**src/rtl/jtkicker_pkg.sv**
```systemverilog
// Shared encodings and parameter limits for the
// buffered SN76489 write path.
package jtkicker_pkg;

    typedef enum logic [1:0] {
        IDLE   = 2'd0,
        STROBE = 2'd1,
        BUSY   = 2'd2
    } psg_st_t;

    localparam int CH_MIN    = 1;
    localparam int CH_MAX    = 4;
    localparam int DEPTH_MIN = 2;
    localparam int DEPTH_MAX = 16;
    localparam int TOUT_MIN  = 4;
    localparam int TOUT_MAX  = 255;

endpackage

```
**src/rtl/jtkicker_psgwr_ch.sv**
```systemverilog
// One PSG channel: holding register, command FIFO,
// write strobe sequencer and ready timeout.
module jtkicker_psgwr_ch
    import jtkicker_pkg::*;
#(
    parameter int DEPTH = 4,
    parameter int TOUT  = 32
)(
    input  logic       clk,
    input  logic       rst,
    input  logic       cpu_cen,
    input  logic [7:0] cpu_dout,
    input  logic       data_cs,
    input  logic       wr_cs,
    input  logic       psg_cen,
    input  logic       psg_rdy,
    output logic       psg_cs_n,
    output logic [7:0] psg_din,
    output logic       full,
    output logic       empty,
    output logic       tout_err
);

    localparam int AW = $clog2(DEPTH);
    localparam logic [AW:0] FULL_CNT = (AW+1)'(DEPTH);
    localparam logic [7:0]  TOUT_LAST = 8'(TOUT - 1);

    psg_st_t       st, st_nx;
    logic [7:0]    hold;
    logic [7:0]    mem [DEPTH];
    logic [AW-1:0] wr_ptr, rd_ptr;
    logic [AW:0]   cnt;
    logic [7:0]    tcnt, tcnt_nx;
    logic          push, pop, load, tout_hit;
    logic [7:0]    push_data;

    assign full      = cnt == FULL_CNT;
    assign empty     = cnt == '0;
    assign push      = cpu_cen & wr_cs & ~full;
    assign push_data = data_cs ? cpu_dout : hold;

    always_comb begin
        st_nx    = st;
        tcnt_nx  = tcnt;
        pop      = 1'b0;
        load     = 1'b0;
        tout_hit = 1'b0;
        unique case (st)
            IDLE: begin
                if (!empty) begin
                    load  = 1'b1;
                    st_nx = STROBE;
                end
            end
            STROBE: begin
                if (psg_cen) st_nx = BUSY;
            end
            BUSY: begin
                if (psg_cen) begin
                    if (psg_rdy) begin
                        pop     = 1'b1;
                        tcnt_nx = '0;
                        st_nx   = IDLE;
                    end else if (tcnt == TOUT_LAST) begin
                        pop      = 1'b1;
                        tout_hit = 1'b1;
                        tcnt_nx  = '0;
                        st_nx    = IDLE;
                    end else begin
                        tcnt_nx = tcnt + 8'd1;
                    end
                end
            end
            default: st_nx = IDLE;
        endcase
    end

    // cs_n is registered from the next state so it never glitches
    always_ff @(posedge clk or posedge rst) begin
        if (rst) begin
            st       <= IDLE;
            tcnt     <= '0;
            psg_cs_n <= 1'b1;
            psg_din  <= '0;
            tout_err <= 1'b0;
        end else begin
            st       <= st_nx;
            tcnt     <= tcnt_nx;
            psg_cs_n <= st_nx != STROBE;
            if (load)     psg_din  <= mem[rd_ptr];
            if (tout_hit) tout_err <= 1'b1;
        end
    end

    always_ff @(posedge clk or posedge rst) begin
        if (rst) begin
            hold   <= '0;
            wr_ptr <= '0;
            rd_ptr <= '0;
            cnt    <= '0;
        end else begin
            if (cpu_cen && data_cs) hold <= cpu_dout;
            if (push) wr_ptr <= wr_ptr + AW'(1);
            if (pop)  rd_ptr <= rd_ptr + AW'(1);
            case ({push, pop})
                2'b10:   cnt <= cnt + (AW+1)'(1);
                2'b01:   cnt <= cnt - (AW+1)'(1);
                default: cnt <= cnt;
            endcase
        end
    end

    always_ff @(posedge clk) begin
        if (push) mem[wr_ptr] <= push_data;
    end

endmodule

```
**src/rtl/jtkicker_psgwr.sv**
```systemverilog
// Buffered CPU-to-PSG write path: one independent
// command queue per sound chip.
module jtkicker_psgwr
    import jtkicker_pkg::*;
#(
    parameter int CH    = 2,
    parameter int DEPTH = 4,
    parameter int TOUT  = 32
)(
    input  logic            clk,
    input  logic            rst,
    input  logic            cpu_cen,
    input  logic [7:0]      cpu_dout,
    input  logic [CH-1:0]   data_cs,
    input  logic [CH-1:0]   wr_cs,
    input  logic [CH-1:0]   psg_cen,
    input  logic [CH-1:0]   psg_rdy,
    output logic [CH-1:0]   psg_cs_n,
    output logic [8*CH-1:0] psg_din,
    output logic            wait_n,
    output logic [CH-1:0]   full,
    output logic [CH-1:0]   empty,
    output logic [CH-1:0]   tout_err
);

    assign wait_n = ~|(wr_cs & full);

    for (genvar k = 0; k < CH; k++) begin : g_ch
        jtkicker_psgwr_ch #(
            .DEPTH (DEPTH),
            .TOUT  (TOUT)
        ) u_ch (
            .clk      (clk),
            .rst      (rst),
            .cpu_cen  (cpu_cen),
            .cpu_dout (cpu_dout),
            .data_cs  (data_cs[k]),
            .wr_cs    (wr_cs[k]),
            .psg_cen  (psg_cen[k]),
            .psg_rdy  (psg_rdy[k]),
            .psg_cs_n (psg_cs_n[k]),
            .psg_din  (psg_din[8*k +: 8]),
            .full     (full[k]),
            .empty    (empty[k]),
            .tout_err (tout_err[k])
        );
    end

endmodule

```
**config.mk**
```make
export PLATFORM = sky130hd
export DESIGN_NAME = jtkicker_psgwr
export DESIGN_NICKNAME = d
export VERILOG_FILES = /design/src/rtl/jtkicker_pkg.sv /design/src/rtl/jtkicker_psgwr_ch.sv /design/src/rtl/jtkicker_psgwr.sv
export SDC_FILE = /design/constraint.sdc
export NUM_CORES = 1
export LEC_CHECK = 0
export ABC_AREA = 1
export BUFFER_PORTS_ARGS = -buffer_cell sky130_fd_sc_hd__buf_4
export CORE_AREA = 3 3 112 114
export DETAILED_ROUTE_END_ITERATION = 12
export DIE_AREA = 0 0 115 117
export PLACE_DENSITY = 0.67
export SLEW_MARGIN = 30
export SYNTH_ARGS = -nofsm -noshare
export SYNTH_HDL_FRONTEND = slang
export SYNTH_SLANG_ARGS = --single-unit
```
**constraint.sdc**
```tcl
create_clock -name clk -period 6.51 [get_ports clk]
set_input_delay 0.9765 -clock clk [delete_from_list [all_inputs] [get_ports clk]]
set_output_delay 0.9765 -clock clk [all_outputs]
set_load 0.005 [all_outputs]
```
After elaboration in Yosys (flattened, before gate mapping):

Memory sizes are Yosys's and may differ from the RTL's. A register that Yosys moved wholly into a read port is not among the register bits.
Cells that the tools add are included.

* register bits: 54
* word-level logic and storage cells: 103
* bits in writable memories: 64
* memories kept: 2
* output and inout port bits: 25
* input port bits: 19

* reduce and logical (&&, ||, !) cells: 12
* mux-type cells: 42
* add/subtract/negate cells: 10
* bitwise gates (word level): 7
* equal/unequal tests: 14

Memories
* g_ch[0].u_ch.mem: words 4, bits a word 8, rd ports 1, clocked after Yosys merged registers in 1, write ports 1, RTL line jtkicker_psgwr_ch.sv:30 `logic [7:0] mem [DEPTH];`
* g_ch[1].u_ch.mem: words 4, bits a word 8, rd ports 1, clocked after Yosys merged registers in 1, write ports 1, RTL line jtkicker_psgwr_ch.sv:30

Operators with widths (count)
* 8-bit two-way mux: 6
* 1-bit two-way mux: 22
* 2-bit two-way mux: 10
* 8-bit by 1-bit adder with 8-bit output (second input constant): 2
* 8-bit by 5-bit == test with 1-bit output (second input constant): 2
* 2-bit case mux with 3 select lines: 2
* 3-bit case mux with 2 select lines: 2
* 2-bit by 1-bit adder with 2-bit output (second input constant): 4
* 2-bit by 1-bit == test with 1-bit output (second input constant): 4
* 2-bit == test (second input constant): 4
* 3-bit by 1-bit adder with 3-bit output (second input constant): 2
* 3-bit == test (second input constant): 2
* 3-bit logical NOT: 2
* 3-bit by 1-bit subtractor with 3-bit output (second input constant): 2
* 1-bit bitwise AND: 4
* 2-bit logical NOT: 2
* 2-bit by 1-bit != test with 1-bit output (second input constant): 2
* 2-bit AND reduction: 2
* 2-bit nonzero test: 2
* 2-bit bitwise AND: 1
* 1-bit logical AND: 2
* 1-bit inverter: 2
* 2-bit OR reduction: 1
* 1-bit logical NOT: 1

Depth between registers and ports, before layout:

* depth after elaboration: 7
* mapped depth: 13

Cells and area by module:

A second synthesis with hierarchy kept.

* cells, all modules: 611
* area total of the unflattened synthesis: 6045.8 µm²

Modules (own cells, without submodules)
* jtkicker_psgwr_ch at g_ch[0].u_ch: seq. area each 1838.0 µm², times used 1, area an instance 3022.9 µm², cells each 304
* jtkicker_psgwr_ch at g_ch[1].u_ch: seq. area each 1838.0 µm², times used 1, area an instance 3007.9 µm², cells each 303
* jtkicker_psgwr: seq. area each 0.0 µm², times used 1, area an instance 15.0 µm², cells each 4

Worst setup path before layout:

OpenSTA, ideal clock, no wires.

* path kind: input -> register
* start: input psg_cen[0]
* end: register g_ch[0].u_ch.cnt[2]
* stages on the path: 10
* data arrival time: 2.236 ns
* path buffers: 0
* path slack: 4.149 ns
* cell sequence: nand3_4 > inv_2 > nand2_2 > clkinv_2 > ha_1 > inv_1 > fa_1 > a21oi_1 > o21ai_0 > xnor2_1

* longest elaborated chain between the ends: 4
* elaborated cells between the ends (all ways): 6

RTL lines
* start, declared: RTL line jtkicker_psgwr.sv:16 `input logic [CH-1:0] psg_cen,`
* 1-bit two-way mux (*): RTL line jtkicker_psgwr_ch.sv:59 `if (psg_cen) begin`
* 1-bit two-way mux (*): RTL line jtkicker_psgwr_ch.sv:48 `unique case (st)`
* via g_ch[0].u_ch.pop: RTL line jtkicker_psgwr_ch.sv:34 `logic push, pop, load, tout_hit;`
* 2-bit by 1-bit == test with 1-bit output / 2-bit == test (equally long branches): RTL line jtkicker_psgwr_ch.sv:105 `case ({push, pop})`
* 3-bit case mux with 2 select lines / 2-bit nonzero test (equally long branches)
* end signal, assigned: RTL line jtkicker_psgwr_ch.sv:106 `2'b10: cnt <= cnt + (AW+1)'(1);`
* end signal, assigned: RTL line jtkicker_psgwr_ch.sv:107 `2'b01: cnt <= cnt - (AW+1)'(1);`
* end signal, assigned: RTL line jtkicker_psgwr_ch.sv:108 `default: cnt <= cnt;`
* end, declared: RTL line jtkicker_psgwr_ch.sv:32 `logic [AW:0] cnt;`

Mark *: on every way through the listed nets, which the timed path passes. The rest lies on a longest branch.
A chain may end at the register's enable or synchronous reset.

Worst setup path in the final report:

* start: register g_ch[1].u_ch.cnt[0]
* end: output wait_n

* longest elaborated chain between the ends: 4

RTL lines
* start, declared: RTL line jtkicker_psgwr_ch.sv:32
* start signal, assigned: RTL line jtkicker_psgwr_ch.sv:106
* start signal, assigned: RTL line jtkicker_psgwr_ch.sv:107
* start signal, assigned: RTL line jtkicker_psgwr_ch.sv:108
* 3-bit == test: RTL line jtkicker_psgwr_ch.sv:37 `assign full = cnt == FULL_CNT;`
* 2-bit bitwise AND: RTL line jtkicker_psgwr.sv:26 `assign wait_n = ~|(wr_cs & full);`
* 2-bit OR reduction: RTL line jtkicker_psgwr.sv:26
* 1-bit logical NOT: RTL line jtkicker_psgwr.sv:26
* end, declared: RTL line jtkicker_psgwr.sv:20 `output logic wait_n,`

Every way passes these cells.

==> key figures <==
Status
  • Outcome: finished, final reports clean

STA
  • Number of slew-limit violations in the final report: 0
  • Final number of hold-violating endpoints: 0
  • Achievable Freq: 0.4101 GHz
  • Fin Setup TNS: 0 ps
  • Crit share post-route: 37.46%
  • Final number of setup-violating endpoints: 0
  • Worst slew slack as a fraction of its limit: 44.15%
  • Worst Max-Slew Pin Slew: 834.6 ps
  • Post-route clock skew: 6.594 ps
  • Setup repair after global routing missed its margin: no
  • Shortest clock period the worst path allows after layout: 2438 ps

Clock tree
  • Cts-stage hold buffer count: 0
  • Reg clk slew, reported paths: 60 ps
  • CTS Root Cell: clkbuf_16
  • Number of sinks driven by the clock tree: 134
  • Max clock buf depth: 2
  • Num CTS Buffers: 17
  • H-tree depth: 4
  • Insertion delay to the later sink of the worst-skew pair: 420 ps
  • Post-cts gate resize count: 0
  • TritonCTS clock tree: built
  • Number of post-CTS setup repair buffers: 0

Synthesis
  • Total of warnings raised by yosys: 0
  • Netlist cell types: 32
  • Number of synthesized flops with an enable pin: 64
  • Fraction of the yosys area taken by sequential cells: 60.45%
  • Synth Net Count: 650
  • Total standard cell area after synthesis: 6081 um2
  • Fraction of synthesis flops using an asynchronous set or reset pin: 52.24%
  • Number of instances in the synthesized netlist: 617
  • Post-synth top flop: dfrtp_1
  • Average cell area after synthesis: 9.855 um2
  • Synthesis-stage register bit count: 134

Critical path
  • Data required time at the worst endpoint: 5530 ps
  • Worst path top cell family by delay: flip-flops
  • Setup crit start kind: register
  • Cells along the critical path: inv_1 > nand3_1 > inv_1 > nand2_1 > nand2_1 > inv_1 > buf_4
  • Worst setup path category: reg2out
  • Path length in cells of the critical path: 7
  • Maximum net fanout on the critical path: 3
  • Number of cells on the worst reg-to-reg path: 13
  • Standard cell with the maximum stage delay on the critical path: dfrtp_1
  • Arrival time at the worst endpoint: 1460 ps
  • Largest incremental delay on the critical path: 440 ps
  • Cell occurring most often along the worst timing path: inv_1
  • Crit. End Element: output pin
  • Buffer and inverter count on the worst path: 4

Flow run
  • Number of max-cap violations: 0

Routing
  • DRC marker count from the first detailed-route iteration: 335
  • Routed wire length per instance: 13.76 um
  • Wire length after detailed routing: 11170 um
  • ANT nets after route: 0
  • Number of iterations in the first detailed-routing pass: 7
  • Remaining routing DRC violations: 0
  • Routed vias: 4099
  • Mean number of vias per cell: 5.048

Cells and area
  • Ratio of cells with drive above 1 in the final layout: 16.14%
  • Most frequent cells in the layout: nand2_1, inv_1, dfrtp_1
  • Antenna diodes: 0
  • Count of filler cells inserted in the layout: 917
  • Area grow syn2layout: 16.03%
  • Final-stage net count: 689
  • Most common library cell in the layout ignoring fill and taps: nand2_1

Power
  • Leak: 3.189 nW
  • Share of total power in sequential cells: 42.9%
  • Portion of total power attributed to the clock network: 31.3%
  • Reported net switching power: 1.027 mW
  • Pwr per Cell Area: 434.6 nW/um2
  • IR drop worst, VDD: 208.5 uV
  • Logic pwr share: 25.8%
  • Fraction of power spent switching nets: 33.49%
  • Internal power contribution: 2.040 mW
  • Total chip power: 3.067 mW

Floorplan
  • Number of placement rows: 39
  • Full die area: 13460 um2
  • Die span in x: 115 um
  • Core footprint: 11520 um2
  • Number of top-level design ports: 44
  • Effective utilization at floorplan: 52.80%
  • Die height: 117 um

Min path
  • HP Class: reg2reg
  • Hold depth: 1

Global route
  • Initial antenna violation count: 0
  • Vias in the first global route: 3843
  • GRT Total Usage: 18.30%
  • Largest net degree at the start of global routing: 71
  • Wire length of the first global-routing pass: 18690 um
  • Sum of overflow across all layers after global routing: 0

Placed design
  • HPWL after DPL: 7504 um
  • Weighted congestion at the end of routability-driven global placement: 0.8801
  • Number of buffers added on ports: 43
[logic make-up (layout without fill, tap and decap cells)]
logic type	count (synthesis)	in the layout	share of synthesized area, %
buffers and inverters	106	158	7.490
adders and majority gates	14	14	3.128
and+or+nand+nor	267	267	20.19
DFF	134	134	60.45
AOI/OAI and AO/OA	85	85	7.160
xor gates and xnor gates	11	11	1.584
[state kept, by name, summed over array words and instances (netlist names)]
signal / flops
g_ch.u_ch.cnt: 6
g_ch.u_ch.hold: 16
g_ch.u_ch.mem: 64
g_ch.u_ch.psg_cs_n: 2
g_ch.u_ch.psg_din: 16
g_ch.u_ch.rd_ptr: 4
g_ch.u_ch.st: 4
g_ch.u_ch.tcnt: 16
g_ch.u_ch.tout_err: 2
g_ch.u_ch.wr_ptr: 4
[stage by stage]
| stage | setup slack (ps) | hold slack, ps | utilization (%) | instance area [um2] | instances |
|---|---|---|---|---|---|
| detailed placement | 3849 | 468.6 | 55.99 | 6447 | 780 |
| CTS | 4045 | 485.0 | 61.23 | 7052 | 812 |
| global route | 3911 | 497.6 | 61.27 | 7056 | 812 |
| floorplan | 3769 | 444.5 | - | 6081 | 617 |
| global placement | 3927 | 465.0 | 55.99 | 6447 | 780 |
| finish | 4072 | 478.8 | 61.27 | 7056 | 812 |
[worst register-to-register path: stages (launching register included)]
cell      delay (ps)
dfrtp_1          380
ha_1             240
nand2_1           80
nor2_2           130
nand3_2          120
nand2_2          140
nand2_4           70
clkinv_2          70
ha_1             140
inv_1             70
fa_1             380
a21oi_1          160
o21ai_0          110
xnor2_1          130
[layout make-up]
cell class / instances / area, um2 / area share, %
Multi-Input combinational cell: 377 / 1949 / 27.63
Inverter: 82 / 312.8 / 4.433
Clock inverter: 15 / 178.9 / 2.536
Timing Repair Buffer: 44 / 334.1 / 4.735
Clock buffer: 17 / 425.4 / 6.029
Sequential cell: 134 / 3676 / 52.10
Tap cell: 143 / 178.9 / 2.536
[path summary, 6_finish.rpt]
check	slack (ps)	to	from
setup / recovery	4070	wait_n	g_ch[1].u_ch.cnt[0]
hold / removal	480	g_ch[0].u_ch.tout_err	g_ch[0].u_ch.tout_err
setup reg to reg	4170	g_ch[1].u_ch.cnt[2]	g_ch[1].u_ch.tcnt[1]
hold reg to reg	480	g_ch[0].u_ch.tout_err	g_ch[0].u_ch.tout_err
max in group asynchronous	5340	g_ch[1].u_ch.tcnt[1]	rst
min in group asynchronous	710	g_ch[1].u_ch.cnt[1]	rst
[power by group through the flow]
stage / Sequential [mW] / Clock (mW) / Combinational (mW)
floorplan: 1.23 / 0 / 0.644
global placement: 1.32 / 0 / 0.777
detailed placement: 1.32 / 0 / 0.799
CTS: 1.31 / 0.981 / 0.804
global route: 1.35 / 1.02 / 0.921
finish: 1.31 / 0.961 / 0.791
[synthesized netlist by cell type (all sizes together) (2+ instances only)]
library cell    n  area share [%]
o21bai          2            0.25
ha             12             2.5
xnor2           5            0.72
nor3            2            0.53
buf            24             2.3
dfstp           2            0.86
nand2         153             9.7
clkinv          4            0.29
edfxtp         64              32
a21oi          39             3.3
dfrtp          68              28
nor2           50             3.8
or2             2            0.29
nand4           6            0.62
xor2            6            0.86
fa              2            0.66
o21ai          43             3.5
nand3          54             5.2
inv            78             4.9
[metal layers]
layer	wire [um]	global-route usage, %	vias to the layer above
met3	552	5.707	10
met1	5330	24.90	1919
met5	0	0	-
met4	136	7.668	0
li1	-	-	2076
met2	5152	27.43	94
Note: power is estimated with default switching activity, not from simulation.
